--- src/rtl/multi_dataflow_engine_ctrl.sv ---
// Engine-side control stage: gates in1/in2 into the kernel, buffers results toward out_r, counts beats.
// Optional perf counters (perf_busy_o/perf_stall_o) when MULTI_DATAFLOW_ENGINE_PERF_EN is defined.
module multi_dataflow_engine_ctrl #(
  parameter int DATA_W         = 32,
  parameter int CNT_W          = 32,
  parameter int OUT_FIFO_DEPTH = 2
) (
  input  logic                clk_i,
  input  logic                rst_ni,
  input  logic                clear_i,
  input  logic                enable_i,
  input  logic                start_i,
  input  logic [CNT_W-1:0]    cnt_limit_i,
  input  logic [1:0]          in_valid_i,
  output logic [1:0]          in_ready_o,
  input  logic [2*DATA_W-1:0] in_data_i,
  output logic [1:0]          kin_valid_o,
  input  logic [1:0]          kin_ready_i,
  output logic [2*DATA_W-1:0] kin_data_o,
  input  logic                kout_valid_i,
  output logic                kout_ready_o,
  input  logic [DATA_W-1:0]   kout_data_i,
  output logic                out_valid_o,
  input  logic                out_ready_i,
  output logic [DATA_W-1:0]   out_data_o,
  output logic [CNT_W-1:0]    cnt_out_o,
  output logic                ready_o,
`ifdef MULTI_DATAFLOW_ENGINE_PERF_EN
  output logic [CNT_W-1:0]    perf_busy_o,
  output logic [CNT_W-1:0]    perf_stall_o,
`endif
  output logic                done_o
);

  localparam int AW = (OUT_FIFO_DEPTH > 1) ? $clog2(OUT_FIFO_DEPTH) : 1;

  typedef enum logic [1:0] {S_IDLE, S_RUN, S_DONE} state_t;

  state_t              r_state, w_next;
  logic [CNT_W-1:0]    r_lim, r_acc, r_cnt;
  logic [DATA_W-1:0]   r_mem [OUT_FIFO_DEPTH];
  logic [AW-1:0]       r_wptr, r_rptr;
  logic [AW:0]         r_count;

  logic w_gate, w_full, w_empty, w_push, w_pop, w_start;

  assign w_full  = (r_count == (AW+1)'(OUT_FIFO_DEPTH));
  assign w_empty = (r_count == '0);
  assign w_gate  = (r_state == S_RUN) && (r_acc < r_lim);
  assign w_start = (r_state == S_IDLE) && start_i && !clear_i;
  assign w_push  = kout_valid_i && kout_ready_o;
  assign w_pop   = out_valid_o && out_ready_i;

  // State register
  always_ff @(posedge clk_i or negedge rst_ni) begin
    if (!rst_ni) r_state <= S_IDLE;
    else         r_state <= w_next;
  end

  // Next-state logic; clear overrides everything including a same-cycle start
  always_comb begin
    w_next = r_state;
    case (r_state)
      S_IDLE:  if (start_i) w_next = S_RUN;
      S_RUN:   if (r_cnt == r_lim) w_next = S_DONE;
      S_DONE:  w_next = S_IDLE;
      default: w_next = S_IDLE;
    endcase
    if (clear_i) w_next = S_IDLE;
  end

  // Output logic
  always_comb begin
    ready_o      = 1'b0;
    done_o       = 1'b0;
    kin_valid_o  = 2'b00;
    in_ready_o   = 2'b00;
    kin_data_o   = '0;
    kout_ready_o = 1'b0;
    case (r_state)
      S_IDLE: ready_o = 1'b1;
      S_RUN: begin
        kin_data_o   = in_data_i;
        kin_valid_o  = in_valid_i & {2{enable_i & w_gate}};
        in_ready_o   = kin_ready_i & {2{enable_i & w_gate}};
        kout_ready_o = enable_i && w_gate && !w_full;
      end
      S_DONE:  done_o = 1'b1;
      default: ;
    endcase
  end

  assign out_valid_o = !w_empty;
  assign out_data_o  = w_empty ? '0 : r_mem[r_rptr];
  assign cnt_out_o   = r_cnt;

  // Limit, beat counters and FIFO pointers
  always_ff @(posedge clk_i or negedge rst_ni) begin
    if (!rst_ni) begin
      r_lim   <= '0;
      r_acc   <= '0;
      r_cnt   <= '0;
      r_wptr  <= '0;
      r_rptr  <= '0;
      r_count <= '0;
    end else if (clear_i) begin
      r_acc   <= '0;
      r_cnt   <= '0;
      r_wptr  <= '0;
      r_rptr  <= '0;
      r_count <= '0;
    end else if (w_start) begin
      r_lim <= cnt_limit_i;
      r_acc <= '0;
      r_cnt <= '0;
    end else begin
      if (w_push) begin
        r_wptr <= r_wptr + 1'b1;
        r_acc  <= r_acc + 1'b1;
      end
      if (w_pop) begin
        r_rptr <= r_rptr + 1'b1;
        if (r_cnt < r_lim) r_cnt <= r_cnt + 1'b1;
      end
      case ({w_push, w_pop})
        2'b10:   r_count <= r_count + 1'b1;
        2'b01:   r_count <= r_count - 1'b1;
        default: r_count <= r_count;
      endcase
    end
  end

  // Storage needs no reset: out_data_o is masked while empty
  always_ff @(posedge clk_i) begin
    if (w_push && !clear_i) r_mem[r_wptr] <= kout_data_i;
  end

`ifdef MULTI_DATAFLOW_ENGINE_PERF_EN
  logic [CNT_W-1:0] r_busy, r_stall;

  always_ff @(posedge clk_i or negedge rst_ni) begin
    if (!rst_ni) begin
      r_busy  <= '0;
      r_stall <= '0;
    end else if (clear_i || w_start) begin
      r_busy  <= '0;
      r_stall <= '0;
    end else if (r_state == S_RUN) begin
      if (r_busy != '1) r_busy <= r_busy + 1'b1;
      if (out_valid_o && !out_ready_i && (r_stall != '1)) r_stall <= r_stall + 1'b1;
    end
  end

  assign perf_busy_o  = r_busy;
  assign perf_stall_o = r_stall;
`endif

endmodule

--- config.mk ---
export PLATFORM = sky130hd
export DESIGN_NAME = multi_dataflow_engine_ctrl
export DESIGN_NICKNAME = d
export VERILOG_FILES = /design/src/rtl/multi_dataflow_engine_ctrl.sv
export SDC_FILE = /design/constraint.sdc
export NUM_CORES = 1
export LEC_CHECK = 0
export BUFFER_PORTS_ARGS = -buffer_cell sky130_fd_sc_hd__buf_2
export CELL_PAD_IN_SITES_DETAIL_PLACEMENT = 0
export CELL_PAD_IN_SITES_GLOBAL_PLACEMENT = 1
export CORE_MARGIN = 2
export CORE_UTILIZATION = 36
export CTS_CLUSTER_DIAMETER = 80
export DETAILED_ROUTE_END_ITERATION = 6
export PLACE_DENSITY = 0.79
export SETUP_SLACK_MARGIN = 0.15
export SLEW_MARGIN = 20
export SYNTH_ARGS = -nofsm -noshare
export SYNTH_HDL_FRONTEND = slang
export SYNTH_SLANG_ARGS = --single-unit
--- constraint.sdc ---
create_clock -name clk_i -period 4.8 [get_ports clk_i]
set_input_delay 0.24 -clock clk_i [delete_from_list [all_inputs] [get_ports clk_i]]
set_output_delay 0.24 -clock clk_i [all_outputs]
set_load 0.03 [all_outputs]
==> results.rst, run 1 <==
.. list-table::
   :header-rows: 1

   * - Metric
     - Value
   * - Leading register cell type out of synthesis
     - sky130_fd_sc_hd__dfrtp_1
   * - CP endpoint kind
     - flop
   * - DR WL/cell
     - 16.76 um
   * - Relative area change from synthesis to final layout
     - 28.16%
   * - Router iterations before antenna repair
     - 5
   * - Synthesized area divided by synthesized cell count
     - 9.936 um^2
   * - Post-Layout Cell Count
     - between 1500 and 2000
   * - Final setup TNS
     - 0 ns
   * - Critical path data arrival time
     - 3.36 ns
   * - Total die area
     - ~27000 um^2
   * - Seq/Total Area, Yosys
     - 0.4795
   * - Initial standard-cell utilization of the core
     - 0.3684
   * - Outcome
     - finished clean
   * - Worst path setup slack after routing
     - about 1.5 ns
   * - RSZ-0062 raised after global routing
     - no
   * - Number of instances in the synthesized netlist
     - 939
   * - Worst setup slack before clock tree synthesis
     - ~1.6 ns
   * - Sequential cell area
     - approximately 4500 um^2
   * - Total length of routed wires
     - 26380 um
   * - Global-route wire length before repair
     - 41010 um
   * - Headroom to the max-slew limit
     - 0.3183
   * - Startpoint type of the worst setup path
     - flop
   * - Maximum count of clock buffers along a single path
     - 2
   * - Die extent in y
     - 165.0 um
   * - Clock Skews
     - 0.01189 ns
   * - Number of maximum-capacitance violations
     - 0
   * - Number of placed cells counting well taps
     - about 1500
   * - Final worst hold slack
     - 0.01716 ns
   * - Vias post-DR
     - 8044
   * - Final Cycle Share
     - 0.6854
   * - Io pins
     - between 200 and 300
   * - DIE WIDTH
     - between 150 and 200 um
   * - Count of fill cells added during filler insertion
     - 2426
   * - Crit path required time
     - 4.87 ns
   * - Post-synth EDFFs
     - 64
   * - Post-Layout Inst Area
     - 11960 um^2
   * - Syn nets
     - 1143
   * - Number of rows in the core area
     - 58
   * - Highest achievable clock rate
     - roughly 0.3 GHz
   * - Number of remaining DRC errors
     - 0
   * - CTS HTree Levels
     - 4
   * - Clock Root Buffer
     - sky130_fd_sc_hd__clkbuf_16
   * - Clock buffers created by TritonCTS
     - 17
   * - Cell area power density
     - 285.0 nW/um^2
   * - Final net count
     - 1434
   * - CTS tree
     - yes
   * - Commonest non-fill, non-tap cell in the layout
     - sky130_fd_sc_hd__buf_2
   * - Post-CTS setup buffers
     - 0
   * - Final Max Slew Viols
     - 0
   * - Actual transition at the worst max-transition pin
     - 1.015 ns
   * - Instance area at placement
     - 11090 um^2
   * - Global-route usage over all layers
     - 0.1930
   * - Area of the multi-input gates
     - 4532 um^2
   * - Static leakage
     - approximately 5.7 nW
   * - Commonest non-fill, non-tap cells in the layout
     - sky130_fd_sc_hd__buf_2, sky130_fd_sc_hd__dfrtp_1, sky130_fd_sc_hd__nand2_1
   * - Highest ir drop seen on vdd
     - 0.0001769 V
   * - Design Power
     - 3.408 mW
   * - Critical Path Fanout Max
     - 32
   * - Yosys warns
     - 0
   * - Setup-failing EPs final
     - 0
   * - Number of distinct library cells after synthesis
     - 52
   * - Remaining antenna violation count
     - 0
   * - Mapped Area
     - 9330 um^2
   * - Skew-Pair Late Insertion Delay
     - around 0.43 ns
   * - Total number of clock tree sinks
     - 166
   * - Worst setup path category
     - reg2reg
   * - Path class of the lowest-slack min-delay path
     - in2reg
   * - PostCTS Resize Cnt
     - 0
   * - Crit path time final
     - ~3.3 ns
   * - Fraction of synthesis flops using an asynchronous set or reset pin
     - 0.6145
   * - Clock slew at reported path FFs
     - around 0.070 ns
   * - Detailed router's first-iteration violation count
     - 361
   * - Overflow left after global routing
     - 0
   * - Placeable Area
     - ~25000 um^2
   * - Number of flip-flops and latches in the synthesized netlist
     - around 170
   * - Final core utilization
     - 0.4721
   * - Pin count of the biggest net entering global routing
     - 66
   * - Number of global-route vias before repair
     - 7720
   * - Routability congestion estimate from global placement
     - 0.7927
   * - HPWL after detailed placement
     - ~19000 um
   * - Hold violation total from the final report
     - 0
   * - Count of hold buffers inserted by post-cts repair
     - 27
   * - Proportion of layout cells with a drive suffix above 1
     - 0.2784
   * - Number of antenna violations at the first check in global routing
     - 1
   * - DR vias/cell
     - approximately 5.1
   * - Total of buffers placed on input and output ports
     - 274
## per-layer routing
metal	up-vias	GRT usage	share of wire
met5	-	0	0
met4	0	0.05336	0.014
met3	26	0.03139	0.039
met2	184	0.3102	0.49
met1	3886	0.2695	0.46
li1	3948	-	-
## area by class of cell
| cell class | count | share of cell area |
|---|---|---|
| Antenna cell | 1 | 0.0002093 |
| Clock buffer | 17 | 0.03558 |
| Clock inverter | 15 | 0.01297 |
| Inverter | 56 | 0.01758 |
| Multi-Input combinational cell | 675 | 0.3790 |
| Sequential cell | 166 | 0.3743 |
| Tap cell | 330 | 0.03453 |
| Timing Repair Buffer | 314 | 0.1459 |
## cells by family (layout without fill, tap and decap cells)
group,count (synthesis),in the layout,synth area share
flops,166,166,0.4795
mux,50,50,0.05391
fa+ha+maj,65,65,0.08717
compound gates,157,157,0.1071
buf+inv,98,402,0.04077
xor+xnor,16,16,0.01502
simple gates,387,387,0.2164
other cells,0,1,0
## synthesized netlist by cell type, types with 2 or more instances
| master | number | area [um^2] |
|---|---|---|
| sky130_fd_sc_hd__a31o_2 | 10 | 87.58 |
| sky130_fd_sc_hd__nand4_1 | 27 | 168.9 |
| sky130_fd_sc_hd__buf_4 | 2 | 15.01 |
| sky130_fd_sc_hd__nor2_1 | 85 | 319.1 |
| sky130_fd_sc_hd__o21ai_0 | 43 | 215.2 |
| sky130_fd_sc_hd__a31oi_1 | 7 | 43.79 |
| sky130_fd_sc_hd__nand3b_1 | 2 | 15.01 |
| sky130_fd_sc_hd__dfrtp_1 | 102 | 2552 |
| sky130_fd_sc_hd__nand2b_1 | 2 | 12.51 |
| sky130_fd_sc_hd__nor4_1 | 12 | 75.07 |
| sky130_fd_sc_hd__a2111o_1 | 2 | 22.52 |
| sky130_fd_sc_hd__clkbuf_1 | 36 | 135.1 |
| sky130_fd_sc_hd__or4_1 | 7 | 52.55 |
| sky130_fd_sc_hd__a21oi_1 | 50 | 250.2 |
| sky130_fd_sc_hd__a311oi_1 | 2 | 17.52 |
| sky130_fd_sc_hd__and2_1 | 70 | 437.9 |
| sky130_fd_sc_hd__or3_1 | 17 | 106.4 |
| sky130_fd_sc_hd__nor2b_1 | 5 | 31.28 |
| sky130_fd_sc_hd__ha_1 | 65 | 813.3 |
| sky130_fd_sc_hd__nand2_1 | 85 | 319.1 |
| sky130_fd_sc_hd__nand3_1 | 34 | 170.2 |
| sky130_fd_sc_hd__a21o_1 | 18 | 135.1 |
| sky130_fd_sc_hd__nor4_4 | 2 | 42.54 |
| sky130_fd_sc_hd__o31ai_1 | 4 | 30.03 |
| sky130_fd_sc_hd__buf_2 | 4 | 20.02 |
| sky130_fd_sc_hd__and3_1 | 17 | 106.4 |
| sky130_fd_sc_hd__xnor2_1 | 14 | 122.6 |
| sky130_fd_sc_hd__xor2_1 | 2 | 17.52 |
| sky130_fd_sc_hd__edfxtp_1 | 64 | 1922 |
| sky130_fd_sc_hd__mux2_2 | 2 | 22.52 |
| sky130_fd_sc_hd__and4_1 | 8 | 70.07 |
| sky130_fd_sc_hd__mux2i_1 | 48 | 480.5 |
| sky130_fd_sc_hd__o211ai_1 | 2 | 15.01 |
| sky130_fd_sc_hd__a211oi_1 | 2 | 15.01 |
| sky130_fd_sc_hd__a41o_1 | 7 | 70.07 |
| sky130_fd_sc_hd__nor3_1 | 9 | 45.04 |
| sky130_fd_sc_hd__inv_1 | 56 | 210.2 |
## worst max-delay path, stage by stage, from the launching register on
cell and delay (ns):
sky130_fd_sc_hd__dfrtp_1 0.36, sky130_fd_sc_hd__inv_1 0.10, sky130_fd_sc_hd__ha_1 0.25, sky130_fd_sc_hd__a211oi_1 0.27
sky130_fd_sc_hd__nor4_1 0.10, sky130_fd_sc_hd__a311oi_1 0.44, sky130_fd_sc_hd__a21o_1 0.45, sky130_fd_sc_hd__nand3_1 0.27
sky130_fd_sc_hd__nor3b_4 0.24, sky130_fd_sc_hd__buf_4 0.43
## report_power, final
group	leakage [nW]	internal [mW]	switching [mW]
registers	1.94	1.53	0.0191
logic	3.46	0.187	0.328
clock network	0.283	0.697	0.651
## sequential cells by signal, indices dropped and copies added (netlist names)
register / cells
r_lim: 32
r_rptr: 1
cnt_out_o: 32
r_mem: 64
r_state: 2
r_wptr: 1
r_count: 2
r_acc: 32
## path summary, 6_finish.rpt
check / start / end / slack, ns / depth (start not counted)
max reg2reg: r_lim[5] / r_mem[1][11] / 1.51 / 9
min reg2reg: r_state[0] / r_state[0] / 0.55 / 1
min in group asynchronous: rst_ni / cnt_out_o[3] / 0.38 / 2
max: r_lim[5] / r_mem[1][11] / 1.51 / 9
max in group asynchronous: rst_ni / r_lim[31] / 3.26 / 3
min: cnt_limit_i[3] / r_lim[3] / 0.02 / 3
Power figures use the tool's default switching activity.
==> run 2: changes to the inputs <==
ABC_AREA = 1   (was default)
CORE_UTILIZATION = 39   (was 36)
PLACE_DENSITY = 0.83   (was 0.79)
clock period = 3.1 ns   (was 4.8 ns; I/O delays follow)
==> run 2 against run 1 <==
  * Via count is 21% higher
  * First-iteration DRC count is 83% higher
  * Sequential power increased by 60%
  * Synthesized area rose by 7.7%
  * Design area is 10% higher
  * Wire length up 20%
  * Register-to-register slack worse by 1.1 ns
  * Clock skew is 0.0073 ns higher
  * Combinational power rose to 4.4 times the previous value
  * Cell count increased by 23%
  * Count of clock-buffer cells in the layout is the same
  * Critical endpoint is now kin_valid_o[0]
  * Highest routed layer unchanged
==> results.rst, run 2 <==
.. list-table::
   :header-rows: 1

   * - Metric
     - Value
   * - Actual transition at the worst max-transition pin
     - 1.033 ns (+0.01815 ns)
   * - Crit path required time
     - 2.94 ns (-1.93 ns)
   * - Highest ir drop seen on vdd
     - 0.0003546 V (+100%)
   * - ANT cells
     - 0 (-1)
   * - Post-synth EDFFs
     - 64 (unchanged)
   * - Instance area at placement
     - 11850 um^2 (+6.8%)
   * - Initial standard-cell utilization of the core
     - 0.3978 (+0.02945)
   * - Switching share of total power
     - 0.3988 (+0.1061)
   * - Startpoint type of the worst setup path
     - flop
   * - Global-route wire length before repair
     - 48810 um (+19%)
   * - Synthesized area divided by synthesized cell count
     - 8.025 um^2 (-19%)
   * - Crit path time final
     - about 2.7 ns
   * - Final core utilization
     - 0.5226 (+0.05045)
   * - Number of rows in the core area
     - 58 (unchanged)
   * - Number of distinct library cells after synthesis
     - 44 (-15%)
   * - RSZ-0062 raised after global routing
     - yes
   * - Maximum count of clock buffers along a single path
     - 2 (unchanged)
   * - Relative area change from synthesis to final layout
     - 31.36%
   * - Io pins
     - 275 (unchanged)
   * - Sequential cell fraction of total power
     - 0.356 (-0.097)
   * - Syn nets
     - 1456 (+27%)
   * - Register with the most flip-flops
     - r_mem
   * - DR WL/cell
     - 16.40 um (-2.2%)
   * - Yosys warns
     - 0 (unchanged)
   * - Skew-Pair Late Insertion Delay
     - 0.44 ns (about the same)
   * - Cell area power density
     - 525.9 nW/um^2 (+85%)
   * - Highest achievable clock rate
     - 0.3681 GHz
   * - Outcome
     - finished clean
   * - Number of maximum-capacitance violations
     - 0 (unchanged)
   * - Library cell with the highest instance count after synthesis
     - sky130_fd_sc_hd__nand2_1
   * - Final Max Slew Viols
     - 0 (unchanged)
   * - Critical path data arrival time
     - 2.56 ns (-0.80 ns)
   * - CTS tree
     - yes
   * - Leading register cell type out of synthesis
     - sky130_fd_sc_hd__dfrtp_1
   * - Largest register FFs
     - 64 (unchanged)
   * - Total length of routed wires
     - 31760 um (+20%)
   * - Global-route usage over all layers
     - 0.2309 (+0.03792)
   * - Cell types with the largest area share after synthesis
     - sky130_fd_sc_hd__dfrtp_1, sky130_fd_sc_hd__edfxtp_1, sky130_fd_sc_hd__nand2_1, sky130_fd_sc_hd__ha_1, sky130_fd_sc_hd__inv_1
   * - Fraction of synthesis flops using an asynchronous set or reset pin
     - 0.6145 (unchanged)
   * - Vias post-DR
     - 9733 (+21%)
   * - Overflow left after global routing
     - 0 (unchanged)
   * - Static leakage
     - 6.375 nW (+12%)
   * - DIE WIDTH
     - 164.5 um (-0.29%)
   * - DR vias/cell
     - 5.025 (-1.7%)
   * - Logic pwr share
     - 0.327 (+0.176)
   * - Number of global-route vias before repair
     - 9086 (+18%)
   * - Pin count of the biggest net entering global routing
     - 103 (+56%)
   * - Proportion of layout cells with a drive suffix above 1
     - 0.2390 (-0.03940)
   * - Headroom to the max-slew limit
     - 0.3070 (-0.01127)
   * - Cell type with the largest total area after synthesis
     - sky130_fd_sc_hd__dfrtp_1
   * - Placeable Area
     - 25250 um^2 (-0.29%)
   * - Total of buffers placed on input and output ports
     - 274 (unchanged)
   * - Hold violation total from the final report
     - 0 (unchanged)
   * - Critical Path Fanout Max
     - 5 (-84%)
   * - Total number of clock tree sinks
     - 166 (unchanged)
   * - CP endpoint kind
     - primary output
   * - Detailed router's first-iteration violation count
     - 660 (+83%)
   * - Number of instances in the synthesized netlist
     - 1252 (+33%)
   * - Synth top area share
     - 0.2540 (-0.01952)
   * - Final setup TNS
     - 0 ns (unchanged)
   * - Die extent in y
     - 164.5 um (-0.29%)
   * - Remaining antenna violation count
     - 0 (unchanged)
   * - Mapped Area
     - 10050 um^2 (+7.7%)
   * - Number of flip-flops and latches in the synthesized netlist
     - 166 (unchanged)
   * - Part of the total power dissipated in the clock network
     - 0.316 (-0.079)
   * - CTS HTree Levels
     - 4 (unchanged)
   * - Setup-failing EPs final
     - 0 (unchanged)
   * - Cell-internal power
     - 4.172 mW (+73%)
   * - Switching power
     - 2.768 mW (+180%)
   * - Commonest non-fill, non-tap cells in the layout
     - sky130_fd_sc_hd__nand2_1, sky130_fd_sc_hd__buf_2, sky130_fd_sc_hd__inv_1
   * - Post-Layout Inst Area
     - 13200 um^2 (+10%)
   * - Clock Skews
     - 0.01922 ns (+0.007323 ns)
   * - Clock Root Buffer
     - sky130_fd_sc_hd__clkbuf_16
   * - Clock slew at reported path FFs
     - 0.08 ns (about the same)
   * - Design Power
     - 6.940 mW (+100%)
   * - Number of remaining DRC errors
     - 0 (unchanged)
   * - Routability congestion estimate from global placement
     - 0.8871 (+12%)
   * - Path class of the lowest-slack min-delay path
     - in2reg
   * - Final Cycle Share
     - 0.8763
   * - Seq/Total Area, Yosys
     - 0.4453 (-0.03422)
   * - Router iterations before antenna repair
     - 5 (unchanged)
   * - Clock buffers created by TritonCTS
     - 17 (unchanged)
   * - Commonest non-fill, non-tap cell in the layout
     - sky130_fd_sc_hd__nand2_1
   * - HPWL after detailed placement
     - 23280 um (+22%)
   * - Total die area
     - 27060 um^2 (-0.59%)
   * - Number of antenna violations at the first check in global routing
     - 0 (-1)
   * - Worst setup path category
     - reg2out
   * - Commonest cells in the synthesized netlist
     - sky130_fd_sc_hd__nand2_1, sky130_fd_sc_hd__inv_1, sky130_fd_sc_hd__nor2_1
   * - Final net count
     - 1798 (+25%)
==> run 2: area by class of cell <==
cell class	count	area, um^2
Multi-Input combinational cell	863	4741
Sequential cell	166	4474
Clock inverter	15	187.7
Timing Repair Buffer	367	2285
Fill cell	2470	12060
Tap cell	330	412.9
Clock buffer	17	425.4
Inverter	179	671.9
==> run 2: layer usage <==
layer / GRT usage / vias to the layer above / routed length, um
met5: 0 / - / 0
met4: 0.05692 / 0 / 484
met3: 0.03014 / 30 / 1488
met2: 0.3701 / 280 / 15090
met1: 0.3317 / 4610 / 14700
li1: - / 4813 / -
==> run 2: final timing paths <==
check / start / endpoint / slack [ns] / depth (start not counted)
hold reg to reg: r_wptr / r_wptr / 0.53 / 2
max in group asynchronous: rst_ni / r_lim[31] / 2.29 / 3
setup reg to reg: r_acc[5] / r_mem[0][16] / 0.39 / 15
min in group asynchronous: rst_ni / cnt_out_o[19] / 0.32 / 3
setup / recovery: r_acc[5] / kin_valid_o[0] / 0.38 / 13
hold / removal: start_i / r_rptr / 0.12 / 4
==> run 2: power groups by stage <==
stage / sequential (mW) / combinational, mW / clock, mW
floorplan: 2.51 / 1.48 / 0
global placement: 2.51 / 2.16 / 0
detailed placement: 2.52 / 2.18 / 0
CTS: 2.47 / 2.26 / 2.24
global route: 2.49 / 2.49 / 2.34
finish: 2.47 / 2.27 / 2.20
==> run 2: timing repair <==
item,in CTS,in global routing
gates resized for setup,0,5
endpoints found under the hold margin,198,0
setup buffers,0,6
hold buffers,65,0
endpoints found under the setup margin,0,56
==> run 2: logic make-up after synthesis <==
group                      Yosys count  synth area share
DFF                                166            0.4453
buffers and inverters              223           0.08730
AOI/OAI and AO/OA                  172           0.09477
and+or+nand+nor                    594            0.2638
xor gates and xnor gates            32           0.02790
adders and majority gates           65           0.08095
==> run 2: critical path, stage by stage (launching register included) <==
cell	delay, ns
sky130_fd_sc_hd__dfrtp_1	0.45
sky130_fd_sc_hd__ha_1	0.32
sky130_fd_sc_hd__a21oi_1	0.16
sky130_fd_sc_hd__nor2_1	0.05
sky130_fd_sc_hd__nor3_1	0.13
sky130_fd_sc_hd__nand2_1	0.08
sky130_fd_sc_hd__nand2_1	0.06
sky130_fd_sc_hd__nand2_1	0.10
sky130_fd_sc_hd__nand2_1	0.10
sky130_fd_sc_hd__nand2_1	0.07
sky130_fd_sc_hd__nand2_2	0.10
sky130_fd_sc_hd__nand2_2	0.13
sky130_fd_sc_hd__nor2_2	0.15
sky130_fd_sc_hd__buf_2	0.23
==> run 2: metrics by stage <==
step                std cells  hold WS (ns)  setup WS [ns]
floorplan                1252       -0.1406         0.2516
global placement         1834        0.2769         0.3988
detailed placement       1834        0.2834         0.3778
CTS                      1931        0.1195         0.2151
global route             1937        0.1485         0.1293
finish                   1937        0.1205         0.3836
==> run 3: changes to the inputs <==
REMOVE_ABC_BUFFERS = 1   (was default)
==> run 3 against run 2 <==
  * Setup slack gained 0.011 ns
  * Clock skew shrank 0.0042 ns
  * Register-to-register slack is essentially flat
  * Die area is the same
  * Design area shrank 0.60%
  * Worst hold slack gained 0.014 ns
  * Critical path type is now reg2reg
  * Total power grew 0.24%
  * Critical path depth grew 2
  * Sequential share of layout area grew 0.20 points
  * Flip-flop and latch count is the same
==> results.rst, run 3 (synthesized netlist as in run 2, its figures left out) <==
.. list-table::
   :header-rows: 1

   * - Metric
     - Value
   * - Final setup TNS
     - 0 ns (unchanged)
   * - Pin count of the biggest net entering global routing
     - 65 (-37%)
   * - CP endpoint kind
     - flop
   * - Relative area change from synthesis to final layout
     - 30.57%
   * - Final core utilization
     - 0.5195 (-0.003121)
   * - Post-Layout Inst Area
     - 13120 um^2 (-0.60%)
   * - Remaining antenna violation count
     - 0 (unchanged)
   * - Commonest non-fill, non-tap cell in the layout
     - sky130_fd_sc_hd__nand2_1
   * - Total of buffers placed on input and output ports
     - 274 (unchanged)
   * - CP dominant cell by count
     - sky130_fd_sc_hd__nand2_1
   * - Clock slew at reported path FFs
     - 0.08 ns (about the same)
   * - Largest stage delay on the critical path
     - 0.44 ns (about the same)
   * - DR WL/cell
     - 17.15 um (+4.6%)
   * - Outcome
     - finished clean
   * - Instance area at placement
     - 11840 um^2 (-0.12%)
   * - Clock Root Buffer
     - sky130_fd_sc_hd__clkbuf_16
   * - Crit path required time
     - 3.41 ns (+0.47 ns)
   * - Worst-path cell with the longest stage delay
     - sky130_fd_sc_hd__dfrtp_1
   * - Routability congestion estimate from global placement
     - 0.8672 (-2.2%)
   * - Count of fill cells added during filler insertion
     - 2396 (-3.0%)
   * - Number of maximum-capacitance violations
     - 0 (unchanged)
   * - Cell area power density
     - 530.3 nW/um^2 (+0.85%)
   * - Worst-path cell chain
     - ha_1, a21oi_1, nor2_1, nor3_1, nand2_1, nand2_1, nand2_1, nand2_1, nand2_1, nand2_2, nand4_4, nand2_2, inv_1, nand2_1, o41ai_1
   * - Global-route usage over all layers
     - 0.2438 (+0.01293)
   * - Startpoint type of the worst setup path
     - flop
   * - Static leakage
     - 6.324 nW (-0.80%)
   * - CTS HTree Levels
     - 4 (unchanged)
   * - Final net count
     - 1791 (-0.39%)
   * - Worst setup path category
     - reg2reg
   * - Final Cycle Share
     - 0.8729 (-0.003392)
   * - Placeable Area
     - 25250 um^2 (unchanged)
   * - Router iterations before antenna repair
     - 6 (+1)
   * - Design Power
     - 6.957 mW (+0.24%)
   * - Number of antenna violations at the first check in global routing
     - 9 (+9)
   * - Highest achievable clock rate
     - 0.3696 GHz (+0.39%)
   * - Crit path time final
     - 2.706 ns (-0.01052 ns)
   * - Final worst hold slack
     - 0.1348 ns (+0.01433 ns)
   * - Post-Layout Cell Count
     - 1936 (-0.052%)
   * - HPWL after detailed placement
     - 24850 um (+6.7%)
   * - Overflow left after global routing
     - 0 (unchanged)
   * - Total number of clock tree sinks
     - 166 (unchanged)
   * - Hold violation total from the final report
     - 0 (unchanged)
   * - Path class of the lowest-slack min-delay path
     - in2reg
   * - Clock Skews
     - 0.01501 ns (-0.004204 ns)
   * - Number of rows in the core area
     - 58 (unchanged)
   * - Commonest non-fill, non-tap cells in the layout
     - sky130_fd_sc_hd__nand2_1, sky130_fd_sc_hd__buf_2, sky130_fd_sc_hd__inv_1
   * - Area of the multi-input gates
     - 4711 um^2 (-0.63%)
   * - Proportion of layout cells with a drive suffix above 1
     - 0.2344 (-0.004580)
   * - Die extent in y
     - 164.5 um (unchanged)
   * - Skew-Pair Late Insertion Delay
     - 0.44 ns (about the same)
   * - DIE WIDTH
     - 164.5 um (unchanged)
   * - PostCTS Resize Cnt
     - 0 (unchanged)
   * - Largest register FFs
     - 64 (unchanged)
   * - Io pins
     - 275 (unchanged)
   * - Number of global-route vias before repair
     - 9117 (+0.34%)
   * - Headroom to the max-slew limit
     - 0.5649 (+0.2579)
   * - Global-route wire length before repair
     - 50230 um (+2.9%)
   * - Final Max Slew Viols
     - 0 (unchanged)
   * - Critical Path Fanout Max
     - 15 (+10)
   * - Sequential cell area
     - 4474 um^2 (unchanged)
   * - Clock buffers created by TritonCTS
     - 17 (unchanged)
   * - Number of remaining DRC errors
     - 0 (unchanged)
   * - Total die area
     - 27060 um^2 (unchanged)
   * - Number of placed cells counting well taps
     - 1833 (-0.055%)
   * - Critical path data arrival time
     - 3.02 ns (+0.46 ns)
   * - Total length of routed wires
     - 33210 um (+4.5%)
   * - Detailed router's first-iteration violation count
     - 682 (+3.3%)
   * - Vias post-DR
     - 9814 (+0.83%)
   * - Worst path setup slack after routing
     - 0.3941 ns (+0.01052 ns)
   * - RSZ-0062 raised after global routing
     - no
   * - Maximum count of clock buffers along a single path
     - 2 (unchanged)
   * - Initial standard-cell utilization of the core
     - 0.3978 (unchanged)
   * - Delay-heaviest family, CP
     - simple AND/OR/NAND/NOR gates
   * - Setup-failing EPs final
     - 0 (unchanged)
   * - Register with the most flip-flops
     - r_mem
   * - Highest ir drop seen on vdd
     - 0.0004212 V (+19%)
   * - Actual transition at the worst max-transition pin
     - 0.6527 ns (-0.3804 ns)
   * - Worst setup slack before clock tree synthesis
     - 0.4068 ns (+0.02899 ns)
   * - DR vias/cell
     - 5.069 (+0.88%)
   * - CTS tree
     - yes
   * - Number of buffers and inverters on the critical path
     - 1 (unchanged)
==> run 3: path summary, 6_finish.rpt <==
path | from | end | slack, ns | cells past startpoint
hold reg to reg | r_lim[0] | r_lim[0] | 0.53 | 2
max in group asynchronous | rst_ni | r_lim[24] | 2.07 | 3
min in group asynchronous | rst_ni | r_lim[1] | 0.27 | 2
setup / recovery | r_acc[5] | r_acc[30] | 0.39 | 15
hold / removal | out_ready_i | r_rptr | 0.13 | 5
setup reg to reg | r_acc[5] | r_acc[30] | 0.39 | 15
==> run 3: timing repair <==
action / in CTS / in global routing
hold buffers: 65 / 0
endpoints found under the hold margin: 142 / 0
buffers inserted: 0 / 0
==> run 3: worst min-delay path: cells and delay by family <==
family          cells  cell delay, ns
buf+inv             2            0.17
simple gates        2            0.15
compound gates      1            0.06
==> run 3: cell type report <==
cell class                 count  area share
inverter                     179     0.05122
multi-input combinational    863      0.3591
sequential                   166      0.3411
clock inverter                15     0.01440
antenna                        6    0.001144
timing repair buffer         360      0.1692
clock buffer                  17     0.03243
tap                          330     0.03147
==> run 3: routing by layer <==
layer	vias up	track usage	part of all wire	wire length, um
met5	-	0	0	0
met2	329	0.4209	0.50	16600
met3	71	0.05023	0.062	2063
met4	0	0.1198	0.039	1282
li1	4809	-	-	-
met1	4605	0.2892	0.40	13260
==> run 3: power by group <==
group	switching (mW)	leakage (nW)	internal (mW)
clock	1.08	0.299	1.10
sequential	0.0511	1.94	2.42
combinational	1.66	4.08	0.643
